[src/rtl/frog_game_ctrl_if.sv]
`default_nettype none
// +-----------------------------------------------------------------------------+
// | frog_game_ctrl_if : frog position / vehicle rows in, game state out          |
// | Rev 1.0                                                                     |
// +-----------------------------------------------------------------------------+
interface frog_game_ctrl_if #(
  parameter int DATAWIDTH_BUS      = 8,
  parameter int DATAWIDTH_SELECTOR = 3
);
  logic                          FROGCTRL_START;
  logic [DATAWIDTH_SELECTOR-1:0] FROGCTRL_PX_IN;
  logic [DATAWIDTH_SELECTOR-1:0] FROGCTRL_PY_IN;
  logic [DATAWIDTH_BUS-1:0]      FROGCTRL_VEH7_IN;
  logic [DATAWIDTH_BUS-1:0]      FROGCTRL_VEH6_IN;
  logic [DATAWIDTH_BUS-1:0]      FROGCTRL_VEH5_IN;
  logic [DATAWIDTH_BUS-1:0]      FROGCTRL_VEH4_IN;
  logic [DATAWIDTH_BUS-1:0]      FROGCTRL_VEH3_IN;
  logic [DATAWIDTH_BUS-1:0]      FROGCTRL_VEH2_IN;
  logic [DATAWIDTH_BUS-1:0]      FROGCTRL_VEH1_IN;
  logic                          FROGCTRL_INI_OUT;
  logic                          FROGCTRL_HIT_OUT;
  logic [2:0]                    FROGCTRL_LIVES_OUT;
  logic [3:0]                    FROGCTRL_SCORE_OUT;
  logic [2:0]                    FROGCTRL_STATE_OUT;

  modport master (
    output FROGCTRL_START, FROGCTRL_PX_IN, FROGCTRL_PY_IN,
           FROGCTRL_VEH7_IN, FROGCTRL_VEH6_IN, FROGCTRL_VEH5_IN, FROGCTRL_VEH4_IN,
           FROGCTRL_VEH3_IN, FROGCTRL_VEH2_IN, FROGCTRL_VEH1_IN,
    input  FROGCTRL_INI_OUT, FROGCTRL_HIT_OUT, FROGCTRL_LIVES_OUT,
           FROGCTRL_SCORE_OUT, FROGCTRL_STATE_OUT
  );

  modport slave (
    input  FROGCTRL_START, FROGCTRL_PX_IN, FROGCTRL_PY_IN,
           FROGCTRL_VEH7_IN, FROGCTRL_VEH6_IN, FROGCTRL_VEH5_IN, FROGCTRL_VEH4_IN,
           FROGCTRL_VEH3_IN, FROGCTRL_VEH2_IN, FROGCTRL_VEH1_IN,
    output FROGCTRL_INI_OUT, FROGCTRL_HIT_OUT, FROGCTRL_LIVES_OUT,
           FROGCTRL_SCORE_OUT, FROGCTRL_STATE_OUT
  );
endinterface
`default_nettype wire

[src/rtl/frog_game_ctrl.sv]
`default_nettype none
// +-----------------------------------------------------------------------------+
// | frog_game_ctrl : collision/goal detection, lives, score and respawn control |
// | Optional macro FROGCTRL_GRACE_EN adds post-respawn collision immunity.       |
// | Rev 1.0                                                                     |
// +-----------------------------------------------------------------------------+
module frog_game_ctrl #(
  parameter int DATAWIDTH_BUS      = 8,
  parameter int DATAWIDTH_SELECTOR = 3,
  parameter int LIVES_INIT         = 3,
  parameter int GOAL_ROW           = 7,
  parameter int HOLD_CYCLES        = 16
`ifdef FROGCTRL_GRACE_EN
  ,
  parameter int GRACE_CYCLES       = 32
`endif
) (
  input  wire logic        FROGCTRL_CLOCK_50,
  input  wire logic        FROGCTRL_RESET,
  frog_game_ctrl_if.slave  bus
);

  typedef enum logic [2:0] {
    S_IDLE = 3'd0,
    S_PLAY = 3'd1,
    S_HIT  = 3'd2,
    S_WIN  = 3'd3,
    S_OVER = 3'd4
  } state_t;

  localparam logic [2:0]                    c_lives_init = 3'(LIVES_INIT);
  localparam logic [7:0]                    c_hold_load  = 8'(HOLD_CYCLES - 1);
  localparam logic [DATAWIDTH_SELECTOR-1:0] c_goal_row   = DATAWIDTH_SELECTOR'(GOAL_ROW);

  state_t                   state_q;
  logic                     ini_q;
  logic                     hit_q;
  logic [2:0]               lives_q;
  logic [3:0]               score_q;
  logic [7:0]               timer_q;
  logic [DATAWIDTH_BUS-1:0] row_sel;
  logic                     coll;
  logic                     coll_eff;
  logic                     goal;
  logic                     respawn;

  // Row 0 is the safe starting lane and never carries vehicles.
  always_comb begin
    row_sel = '0;
    case (bus.FROGCTRL_PY_IN)
      3'd1:    row_sel = bus.FROGCTRL_VEH1_IN;
      3'd2:    row_sel = bus.FROGCTRL_VEH2_IN;
      3'd3:    row_sel = bus.FROGCTRL_VEH3_IN;
      3'd4:    row_sel = bus.FROGCTRL_VEH4_IN;
      3'd5:    row_sel = bus.FROGCTRL_VEH5_IN;
      3'd6:    row_sel = bus.FROGCTRL_VEH6_IN;
      3'd7:    row_sel = bus.FROGCTRL_VEH7_IN;
      default: row_sel = '0;
    endcase
  end

  assign coll = row_sel[bus.FROGCTRL_PX_IN];
  assign goal = (bus.FROGCTRL_PY_IN == c_goal_row);

  // Every INI pulse (start, restart, respawn) comes from this one term.
  assign respawn = (((state_q == S_IDLE) || (state_q == S_OVER)) && bus.FROGCTRL_START) ||
                   ((state_q == S_WIN) && (timer_q == 8'd0)) ||
                   ((state_q == S_HIT) && (timer_q == 8'd0) && (lives_q != 3'd0));

`ifdef FROGCTRL_GRACE_EN
  logic [7:0] grace_q;

  always_ff @(posedge FROGCTRL_CLOCK_50 or negedge FROGCTRL_RESET) begin
    if (!FROGCTRL_RESET) begin
      grace_q <= 8'd0;
    end else if (respawn) begin
      grace_q <= 8'(GRACE_CYCLES);
    end else if ((state_q == S_PLAY) && (grace_q != 8'd0)) begin
      grace_q <= grace_q - 8'd1;
    end
  end

  assign coll_eff = coll && (grace_q == 8'd0);
`else
  assign coll_eff = coll;
`endif

  always_ff @(posedge FROGCTRL_CLOCK_50 or negedge FROGCTRL_RESET) begin
    if (!FROGCTRL_RESET) begin
      state_q <= S_IDLE;
      ini_q   <= 1'b1;
      hit_q   <= 1'b0;
      lives_q <= 3'd0;
      score_q <= 4'd0;
      timer_q <= 8'd0;
    end else begin
      ini_q <= respawn;
      hit_q <= 1'b0;
      case (state_q)
        S_IDLE, S_OVER: begin
          if (bus.FROGCTRL_START) begin
            state_q <= S_PLAY;
            lives_q <= c_lives_init;
            score_q <= 4'd0;
          end
        end
        S_PLAY: begin
          if (coll_eff) begin
            state_q <= S_HIT;
            hit_q   <= 1'b1;
            timer_q <= c_hold_load;
            if (lives_q != 3'd0) lives_q <= lives_q - 3'd1;
          end else if (goal) begin
            state_q <= S_WIN;
            timer_q <= c_hold_load;
            if (score_q != 4'd15) score_q <= score_q + 4'd1;
          end
        end
        S_HIT: begin
          if (timer_q == 8'd0) state_q <= (lives_q == 3'd0) ? S_OVER : S_PLAY;
          else                 timer_q <= timer_q - 8'd1;
        end
        S_WIN: begin
          if (timer_q == 8'd0) state_q <= S_PLAY;
          else                 timer_q <= timer_q - 8'd1;
        end
        default: state_q <= S_IDLE;
      endcase
    end
  end

  assign bus.FROGCTRL_INI_OUT   = ini_q;
  assign bus.FROGCTRL_HIT_OUT   = hit_q;
  assign bus.FROGCTRL_LIVES_OUT = lives_q;
  assign bus.FROGCTRL_SCORE_OUT = score_q;
  assign bus.FROGCTRL_STATE_OUT = state_q;

endmodule
`default_nettype wire

[src/flat_wrapper.sv]
// flat-port wrapper written by rule: the top's interface ports become plain ports
module frog_game_ctrl_flat 
#(
  parameter int DATAWIDTH_BUS      = 8,
  parameter int DATAWIDTH_SELECTOR = 3,
  parameter int LIVES_INIT         = 3,
  parameter int GOAL_ROW           = 7,
  parameter int HOLD_CYCLES        = 16

)
  (FROGCTRL_CLOCK_50, FROGCTRL_RESET, bus_FROGCTRL_START, bus_FROGCTRL_PX_IN, bus_FROGCTRL_PY_IN, bus_FROGCTRL_VEH7_IN, bus_FROGCTRL_VEH6_IN, bus_FROGCTRL_VEH5_IN, bus_FROGCTRL_VEH4_IN, bus_FROGCTRL_VEH3_IN, bus_FROGCTRL_VEH2_IN, bus_FROGCTRL_VEH1_IN, bus_FROGCTRL_INI_OUT, bus_FROGCTRL_HIT_OUT, bus_FROGCTRL_LIVES_OUT, bus_FROGCTRL_SCORE_OUT, bus_FROGCTRL_STATE_OUT);
  frog_game_ctrl_if #(.DATAWIDTH_BUS(DATAWIDTH_BUS), .DATAWIDTH_SELECTOR(DATAWIDTH_SELECTOR)) bus_i ();
  input  wire logic FROGCTRL_CLOCK_50;
  input  wire logic FROGCTRL_RESET;
  input wire logic [$bits(bus_i.FROGCTRL_START)-1:0] bus_FROGCTRL_START;
  input wire logic [$bits(bus_i.FROGCTRL_PX_IN)-1:0] bus_FROGCTRL_PX_IN;
  input wire logic [$bits(bus_i.FROGCTRL_PY_IN)-1:0] bus_FROGCTRL_PY_IN;
  input wire logic [$bits(bus_i.FROGCTRL_VEH7_IN)-1:0] bus_FROGCTRL_VEH7_IN;
  input wire logic [$bits(bus_i.FROGCTRL_VEH6_IN)-1:0] bus_FROGCTRL_VEH6_IN;
  input wire logic [$bits(bus_i.FROGCTRL_VEH5_IN)-1:0] bus_FROGCTRL_VEH5_IN;
  input wire logic [$bits(bus_i.FROGCTRL_VEH4_IN)-1:0] bus_FROGCTRL_VEH4_IN;
  input wire logic [$bits(bus_i.FROGCTRL_VEH3_IN)-1:0] bus_FROGCTRL_VEH3_IN;
  input wire logic [$bits(bus_i.FROGCTRL_VEH2_IN)-1:0] bus_FROGCTRL_VEH2_IN;
  input wire logic [$bits(bus_i.FROGCTRL_VEH1_IN)-1:0] bus_FROGCTRL_VEH1_IN;
  output wire logic [$bits(bus_i.FROGCTRL_INI_OUT)-1:0] bus_FROGCTRL_INI_OUT;
  output wire logic [$bits(bus_i.FROGCTRL_HIT_OUT)-1:0] bus_FROGCTRL_HIT_OUT;
  output wire logic [$bits(bus_i.FROGCTRL_LIVES_OUT)-1:0] bus_FROGCTRL_LIVES_OUT;
  output wire logic [$bits(bus_i.FROGCTRL_SCORE_OUT)-1:0] bus_FROGCTRL_SCORE_OUT;
  output wire logic [$bits(bus_i.FROGCTRL_STATE_OUT)-1:0] bus_FROGCTRL_STATE_OUT;
  assign bus_i.FROGCTRL_START = bus_FROGCTRL_START;
  assign bus_i.FROGCTRL_PX_IN = bus_FROGCTRL_PX_IN;
  assign bus_i.FROGCTRL_PY_IN = bus_FROGCTRL_PY_IN;
  assign bus_i.FROGCTRL_VEH7_IN = bus_FROGCTRL_VEH7_IN;
  assign bus_i.FROGCTRL_VEH6_IN = bus_FROGCTRL_VEH6_IN;
  assign bus_i.FROGCTRL_VEH5_IN = bus_FROGCTRL_VEH5_IN;
  assign bus_i.FROGCTRL_VEH4_IN = bus_FROGCTRL_VEH4_IN;
  assign bus_i.FROGCTRL_VEH3_IN = bus_FROGCTRL_VEH3_IN;
  assign bus_i.FROGCTRL_VEH2_IN = bus_FROGCTRL_VEH2_IN;
  assign bus_i.FROGCTRL_VEH1_IN = bus_FROGCTRL_VEH1_IN;
  assign bus_FROGCTRL_INI_OUT = bus_i.FROGCTRL_INI_OUT;
  assign bus_FROGCTRL_HIT_OUT = bus_i.FROGCTRL_HIT_OUT;
  assign bus_FROGCTRL_LIVES_OUT = bus_i.FROGCTRL_LIVES_OUT;
  assign bus_FROGCTRL_SCORE_OUT = bus_i.FROGCTRL_SCORE_OUT;
  assign bus_FROGCTRL_STATE_OUT = bus_i.FROGCTRL_STATE_OUT;
  frog_game_ctrl #(.DATAWIDTH_BUS(DATAWIDTH_BUS), .DATAWIDTH_SELECTOR(DATAWIDTH_SELECTOR), .LIVES_INIT(LIVES_INIT), .GOAL_ROW(GOAL_ROW), .HOLD_CYCLES(HOLD_CYCLES)) u_core (.FROGCTRL_CLOCK_50(FROGCTRL_CLOCK_50), .FROGCTRL_RESET(FROGCTRL_RESET), .bus(bus_i));
endmodule
[config.mk]
export PLATFORM = sky130hd
export DESIGN_NAME = frog_game_ctrl_flat
export DESIGN_NICKNAME = d
export VERILOG_FILES = /design/src/rtl/frog_game_ctrl_if.sv /design/src/rtl/frog_game_ctrl.sv /design/src/flat_wrapper.sv
export SDC_FILE = /design/constraint.sdc
export NUM_CORES = 1
export LEC_CHECK = 0
export CORE_MARGIN = 4
export CORE_UTILIZATION = 38
export DETAILED_ROUTE_END_ITERATION = 8
export GPL_ROUTABILITY_DRIVEN = 0
export PLACE_DENSITY_LB_ADDON = 0.2
export SYNTH_ARGS = -nofsm -noshare
export SYNTH_HDL_FRONTEND = slang
export SYNTH_SLANG_ARGS = --single-unit
[constraint.sdc]
create_clock -name FROGCTRL_CLOCK_50 -period 1.5 [get_ports FROGCTRL_CLOCK_50]
set_input_delay 0.3 -clock FROGCTRL_CLOCK_50 [delete_from_list [all_inputs] [get_ports FROGCTRL_CLOCK_50]]
set_output_delay 0.3 -clock FROGCTRL_CLOCK_50 [all_outputs]
set_load 0.05 [all_outputs]
Word-level counts from Yosys, hierarchy flattened
Cells that the tools add are included.
{"block": "totals", "register_bits": 20, "inputBits": 65, "output_inout_bits": 12, "word_cells": 76}
{"block": "classes", "addsub": 3, "n_lt_le_gt_ge": 1, "eq_ne": 22, "n_mux": 25, "n_reduce_logical": 19}
{"operator": "8-bit case mux with 7 select lines", "n": 1}
{"operator": "3-bit two-way mux", "n": 9}
{"operator": "8-bit two-way mux", "n": 3}
{"operator": "4-bit two-way mux", "n": 4}
{"operator": "8-bit case mux with 2 select lines", "n": 1}
{"operator": "3-bit == test (second input constant)", "n": 5}
{"operator": "3-bit by 2-bit == test with 1-bit output (second input constant)", "n": 4}
{"operator": "3-bit case mux with 4 select lines", "n": 1}
{"operator": "2-bit by 1-bit inequality test with 1-bit output (second input constant)", "n": 5}
{"operator": "8-bit zero test", "n": 1}
{"operator": "2-bit inequality test (second input constant)", "n": 4}
{"operator": "4-bit case mux with 2 select lines", "n": 1}
{"operator": "4-bit AND reduction", "n": 2}
{"operator": "8-bit by 1-bit subtractor with 8-bit output (second input constant)", "n": 1}
{"operator": "3-bit by 1-bit == test with 1-bit output (second input constant)", "n": 2}
{"operator": "3-bit zero test", "n": 2}
{"operator": "3-bit case mux with 2 select lines", "n": 1}
{"operator": "5-bit AND reduction", "n": 1}
{"operator": "4-bit by 1-bit adder with 4-bit output (second input constant)", "n": 1}
{"operator": "1-bit logical AND", "n": 4}
{"operator": "3-bit by 4-bit < comparator with 1-bit output (second input constant)", "n": 1}
{"operator": "4-bit inequality test (second input constant)", "n": 1}
{"operator": "2-bit nonzero test", "n": 2}
{"operator": "2-bit OR reduction", "n": 2}
{"operator": "other kinds (7)", "n": 11}

Depth between registers and ports, before layout
{"block": "logic_depth", "depth_word": 6, "ltp_mapped": 10, "ltp_nobuf": 7}

Worst setup path after synthesis
OpenSTA, ideal clock, no wires.
{"block": "synth_timing", "kind": "input to register", "start": "input bus_FROGCTRL_PY_IN[1]", "end": "register u_core.timer_q[3]", "t_arrival_ns": 2.147, "slack_ns": -0.773, "stages": 9, "path_cell_list": "buf_6 -> and2b_4 -> a221o_1 -> a221oi_2 -> nor3_1 -> o32a_1 -> buf_6 -> o21a_4 -> o311a_1"}
{"block": "synth_between", "elab_chain_len": 6, "elab_cells_between_ends": 14}
{"item": "start: declaration", "line_no": "flat_wrapper.sv:17", "text": "input wire logic [$bits(bus_i.FROGCTRL_PY_IN)-1:0] bus_FROGCTRL_PY_IN;"}
{"item": "3-bit == test, or another cell as far along", "line_no": "frog_game_ctrl.sv:50, frog_game_ctrl.sv:63"}
{"item": "8-bit case mux with 7 select lines", "line_no": "frog_game_ctrl.sv:50", "text": "case (bus.FROGCTRL_PY_IN)"}
{"item": "1-bit binary-select mux with 3-bit select", "line_no": "frog_game_ctrl.sv:62", "text": "assign coll = row_sel[bus.FROGCTRL_PX_IN];"}
{"item": "1-bit two-way mux (not written as such)", "line_no": "frog_game_ctrl.sv:62"}
{"item": "3-bit by 1-bit inequality test with 1-bit output (no line) or 8-bit two-way mux (tied branches)"}
{"item": "3-bit AND reduction (no line) or 8-bit case mux with 2 select lines (tied branches)"}
{"item": "end signal: assignment", "line_no": "frog_game_ctrl.sv:111", "text": "timer_q <= c_hold_load;"}
{"item": "end signal: assignment", "line_no": "frog_game_ctrl.sv:115", "text": "timer_q <= c_hold_load;"}
{"item": "end signal: assignment", "line_no": "frog_game_ctrl.sv:121", "text": "else timer_q <= timer_q - 8'd1;"}
{"item": "end: declaration", "line_no": "frog_game_ctrl.sv:40", "text": "logic [7:0] timer_q;"}
Several ways; a longest one is shown, not always the timed one. The select of a mux whose other input is x is not followed.
A chain may end at the register's enable or synchronous reset.

Worst setup path in the final report
{"block": "layout_timing", "start": "input bus_FROGCTRL_VEH1_IN[6]", "end": "register u_core.score_q[0] (netlist: u_core.bus.FROGCTRL_SCORE_OUT[0])"}
{"block": "layout_between", "elab_chain_len": 5}
{"item": "start: declaration", "line_no": "flat_wrapper.sv:24", "text": "input wire logic [$bits(bus_i.FROGCTRL_VEH1_IN)-1:0] bus_FROGCTRL_VEH1_IN;"}
{"item": "8-bit case mux with 7 select lines", "line_no": "frog_game_ctrl.sv:50"}
{"item": "1-bit binary-select mux with 3-bit select", "line_no": "frog_game_ctrl.sv:62"}
{"item": "1-bit two-way mux (not written as such)", "line_no": "frog_game_ctrl.sv:62"}
{"item": "2-bit inequality test (no line)"}
{"item": "5-bit AND reduction (no line)"}
{"item": "end signal: assignment", "line_no": "frog_game_ctrl.sv:116", "text": "if (score_q != 4'd15) score_q <= score_q + 4'd1;"}
{"item": "end: declaration", "line_no": "frog_game_ctrl.sv:39", "text": "logic [3:0] score_q;"}
Every way passes these cells. The select of a mux whose other input is x is not followed.

==> flow_metrics.env <==
export IMPL_run_status="finished with violations"
export IMPL_failing_checks="negative setup slack"
export IMPL_worstSetupStartpointType="primary input"
export IMPL_grt_max_degree=21
export IMPL_route_detailed_vias_per_inst=5.73
export IMPL_hold_viol=0
export IMPL_antenna_found_initial=0
export IMPL_power_density_nw_per_um2=471
export IMPL_power_leakage_nw=1.65
export IMPL_layout_core_utilization=0.798
export IMPL_final_net_count=399
export IMPL_worst_setup_slack_after_layout_ps=-767
export IMPL_yosys_cell_count_top_type="dfrtp_1"
export IMPL_place_ws_ps=-1390
export IMPL_detailroute_via_count=2177
export IMPL_ys_types=51
export IMPL_wl_per_cell_um=17.7
export IMPL_fp_coreArea_um2=4350
export IMPL_final_setup_viol_count=18
export IMPL_detail_route_drc_violations=0
export IMPL_worst_skew_pair_late_latency_ps=270
export IMPL_total_gr_overflow=0
export IMPL_die_width_um=75.1
export IMPL_cap_violations=0
export IMPL_worst_endpoint_arrival_ps=2410
export IMPL_max_freq_mhz=441
export IMPL_tritoncts="done"
export IMPL_post_layout_min_period_ps=2270
export IMPL_tritoncts_num_buffers=3
export IMPL_synth_yosys_seq_area_share=0.294
export IMPL_maxSlewHeadroom=0.683
export IMPL_firstDrtPassIters=6
export IMPL_synth_enable_flop_cells=0
export IMPL_cts_root_buf="clkbuf_8"
export IMPL_max_vdd_ir_drop_v=0.000367
export IMPL_drt_initial_drc_count=135
export IMPL_post_place_cells=368
export IMPL_ratio_of_cells_with_drive_above_1_in_the_final_layout=0.393
export IMPL_grt_setup_unrepaired="true"
export IMPL_timing_clock_skew_ps=15.0
export IMPL_crit_path_end_kind="flop"
export IMPL_async_reset_ff_frac=1.00
export IMPL_synthDominantCellAreaShare=0.278
export IMPL_initial_core_util=0.393
export IMPL_core_rowCount=24
export IMPL_crit_required_ps=1640
export IMPL_clock_sink_count=20
export IMPL_port_buffers=76
export IMPL_reg2reg_slack_ps=-320
export IMPL_finalCritPeriodShare=1.51
export IMPL_yosys_top_cells_area="dfrtp_1 (28%), mux2i_1 (5.3%), mux2_2 (4.6%), nand2_1 (4.0%), ha_1 (3.7%)"
export IMPL_synth_largest_area_cell="dfrtp_1"
export IMPL_yosys_warnings=0
export IMPL_drv_slew=0
export IMPL_cts_path_max_buffers=2
export IMPL_postRouteWirelength_mm=6.72
export IMPL_die_h_um=75.1
export IMPL_postSynthAreaPerCell_um2=8.76
export IMPL_die_area_um2=5630
export IMPL_postSynthRegisterBits=20
export IMPL_path_clk_slew_ps=90
export IMPL_yosys_most_used_dff="dfrtp_1"
export IMPL_min_delay_worst_type="in -> async"
export IMPL_antenna_violating_nets_post_route=0
export IMPL_first_pass_grt_wire_length_mm=9.69
export IMPL_hold_buffers=0
export IMPL_ios=77
export IMPL_groute_usage_overall=0.219
export IMPL_syn_std_cell_area_um2=1710
export IMPL_post_layout_nonfiller_instances=380
export IMPL_postSynthCellCount=195
export IMPL_commonest_cells_in_the_netlist="dfrtp_1 (19), nand2_1 (18), nor2_1 (15)"
export IMPL_number_of_global_route_vias_before_repair=2201
export IMPL_tightest_pin_transition_ps=473
export IMPL_antennaDiodeCount=0
export IMPL_post_dp_hpwl_mm=4.52
export IMPL_area_growth_syn_to_layout_pct=103
export IMPL_synthesis_nets=265
export IMPL_clock_tree_htree_level_count=1
export IMPL_path_max_fanout=4
export IMPL_criticalPathCategory="in -> reg"
-- layout by cell type, fill, tap and decap left out, types with 3 or more instances in the layout --
cell type | synthesis | final
a21oi_1 | 7 | 4
nor2b_1 | 6 | 5
o2bb2ai_1 | 3 | 3
o21ai_0 | 8 | 4
dlymetal6s2s_1 | 0 | 20
clkdlybuf4s50_1 | 0 | 41
ha_1 | 5 | 5
a21oi_2 | 0 | 3
a221oi_2 | 1 | 3
nand3_1 | 8 | 7
clkbuf_8 | 0 | 3
nand2b_1 | 6 | 6
nor2_4 | 0 | 3
buf_12 | 0 | 14
o21ai_1 | 0 | 3
mux2_4 | 0 | 5
buf_4 | 0 | 51
o211ai_1 | 3 | 3
nor3_1 | 7 | 6
a31oi_1 | 8 | 7
mux2i_1 | 9 | 7
nand2_1 | 18 | 16
a22o_1 | 3 | 3
nor2_1 | 15 | 12
dfrtp_1 | 19 | 19
buf_6 | 4 | 11
inv_1 | 7 | 7
-- power by group --
part | total (mW) | internal [mW] | switching [mW] | leakage, nW
Sequential | 0.539 | 0.539 | 0 | 0.254
Combinational | 0.547 | 0.336 | 0.211 | 1.36
Clock | 0.550 | 0.356 | 0.193 | 0.0357
-- critical path: stages --
cell             delay (ps)
clkdlybuf4s50_1         440
a221oi_2                340
a21oi_2                  50
o311a_1                 390
o32a_1                  260
buf_6                   160
a21o_1                  210
mux2_4                  260
-- per-layer routing --
metal	track usage	wire length, um	vias up
li1	-	-	1011
met5	0	0	-
met1	0.251	2600	1044
met3	0.0387	416	20
met2	0.413	3510	102
met4	0.0593	192	0
-- registers in the layout, summed over array words and instances, names as in the netlist --
register / count
u_core.timer_q: 8
u_core.bus.FROGCTRL_SCORE_OUT: 4
u_core.bus.FROGCTRL_LIVES_OUT: 3
u_core.bus.FROGCTRL_STATE_OUT: 3
u_core.bus.FROGCTRL_HIT_OUT: 1
u_core.bus.FROGCTRL_INI_OUT: 1
-- layout make-up --
| cell class | count | area [um2] |
|---|---|---|
| Fill cell | 271 | 880 |
| Multi-Input combinational cell | 158 | 1340 |
| Tap cell | 52 | 65.1 |
| Timing Repair Buffer | 139 | 1470 |
| Inverter | 7 | 26.3 |
| Clock inverter | 1 | 30.0 |
| Sequential cell | 20 | 502 |
| Clock buffer | 3 | 41.3 |
-- stage by stage --
| stage | hold WS (ps) | area, um2 | setup TNS (ps) | total power [mW] |
|---|---|---|---|---|
| CTS | 389 | 3280 | -11680 | 1.56 |
| finish | 371 | 3470 | -10640 | 1.64 |
| global placement | 517 | 3030 | -22550 | 0.980 |
| floorplan | 4.41 | 1710 | -9960 | 0.713 |
| detailed placement | 520 | 3030 | -23050 | 0.984 |
| global route | 399 | 3470 | -11620 | 1.70 |
-- path summary, 6_finish.rpt --
| path | start | to | cells after the start |
|---|---|---|---|
| min | FROGCTRL_RESET | u_core.bus.FROGCTRL_STATE_OUT[1]$_DFFE_PN0P_ | 2 |
| max in group asynchronous | FROGCTRL_RESET | u_core.bus.FROGCTRL_INI_OUT$_DFF_PN1_ | 2 |
| max | bus_FROGCTRL_VEH1_IN[6] | u_core.bus.FROGCTRL_SCORE_OUT[0]$_DFFE_PN0P_ | 8 |
| max reg2reg | u_core.bus.FROGCTRL_STATE_OUT[2]$_DFFE_PN0P_ | u_core.bus.FROGCTRL_SCORE_OUT[2]$_DFFE_PN0P_ | 6 |
| min in group FROGCTRL_CLOCK_50 | u_core.bus.FROGCTRL_STATE_OUT[0]$_DFFE_PN0P_ | u_core.bus.FROGCTRL_STATE_OUT[2]$_DFFE_PN0P_ | 1 |
| min reg2reg | u_core.bus.FROGCTRL_STATE_OUT[0]$_DFFE_PN0P_ | u_core.bus.FROGCTRL_STATE_OUT[2]$_DFFE_PN0P_ | 1 |
-- timing repair --
| item | 4_1_cts | 5_1_grt |
|---|---|---|
| setup buffers | 5 | 4 |
| gates cloned | 0 | 1 |
| pin swaps | 14 | 28 |
| setup endpoints to repair | 18 | 18 |
| hold endpoints to repair | 0 | 0 |
| gates resized for setup | 39 | 58 |
-- cell families after synthesis --
family,Yosys count,synth area share
buffers and inverters,17,0.0571
AND/OR/NAND/NOR,73,0.214
AO/OA/AOI/OAI,61,0.269
flip-flops,20,0.294
adder cells (fa/ha/maj),5,0.0366
XOR/XNOR,1,0.00513
multiplexers,18,0.125
(Power assumes the default switching activity.)
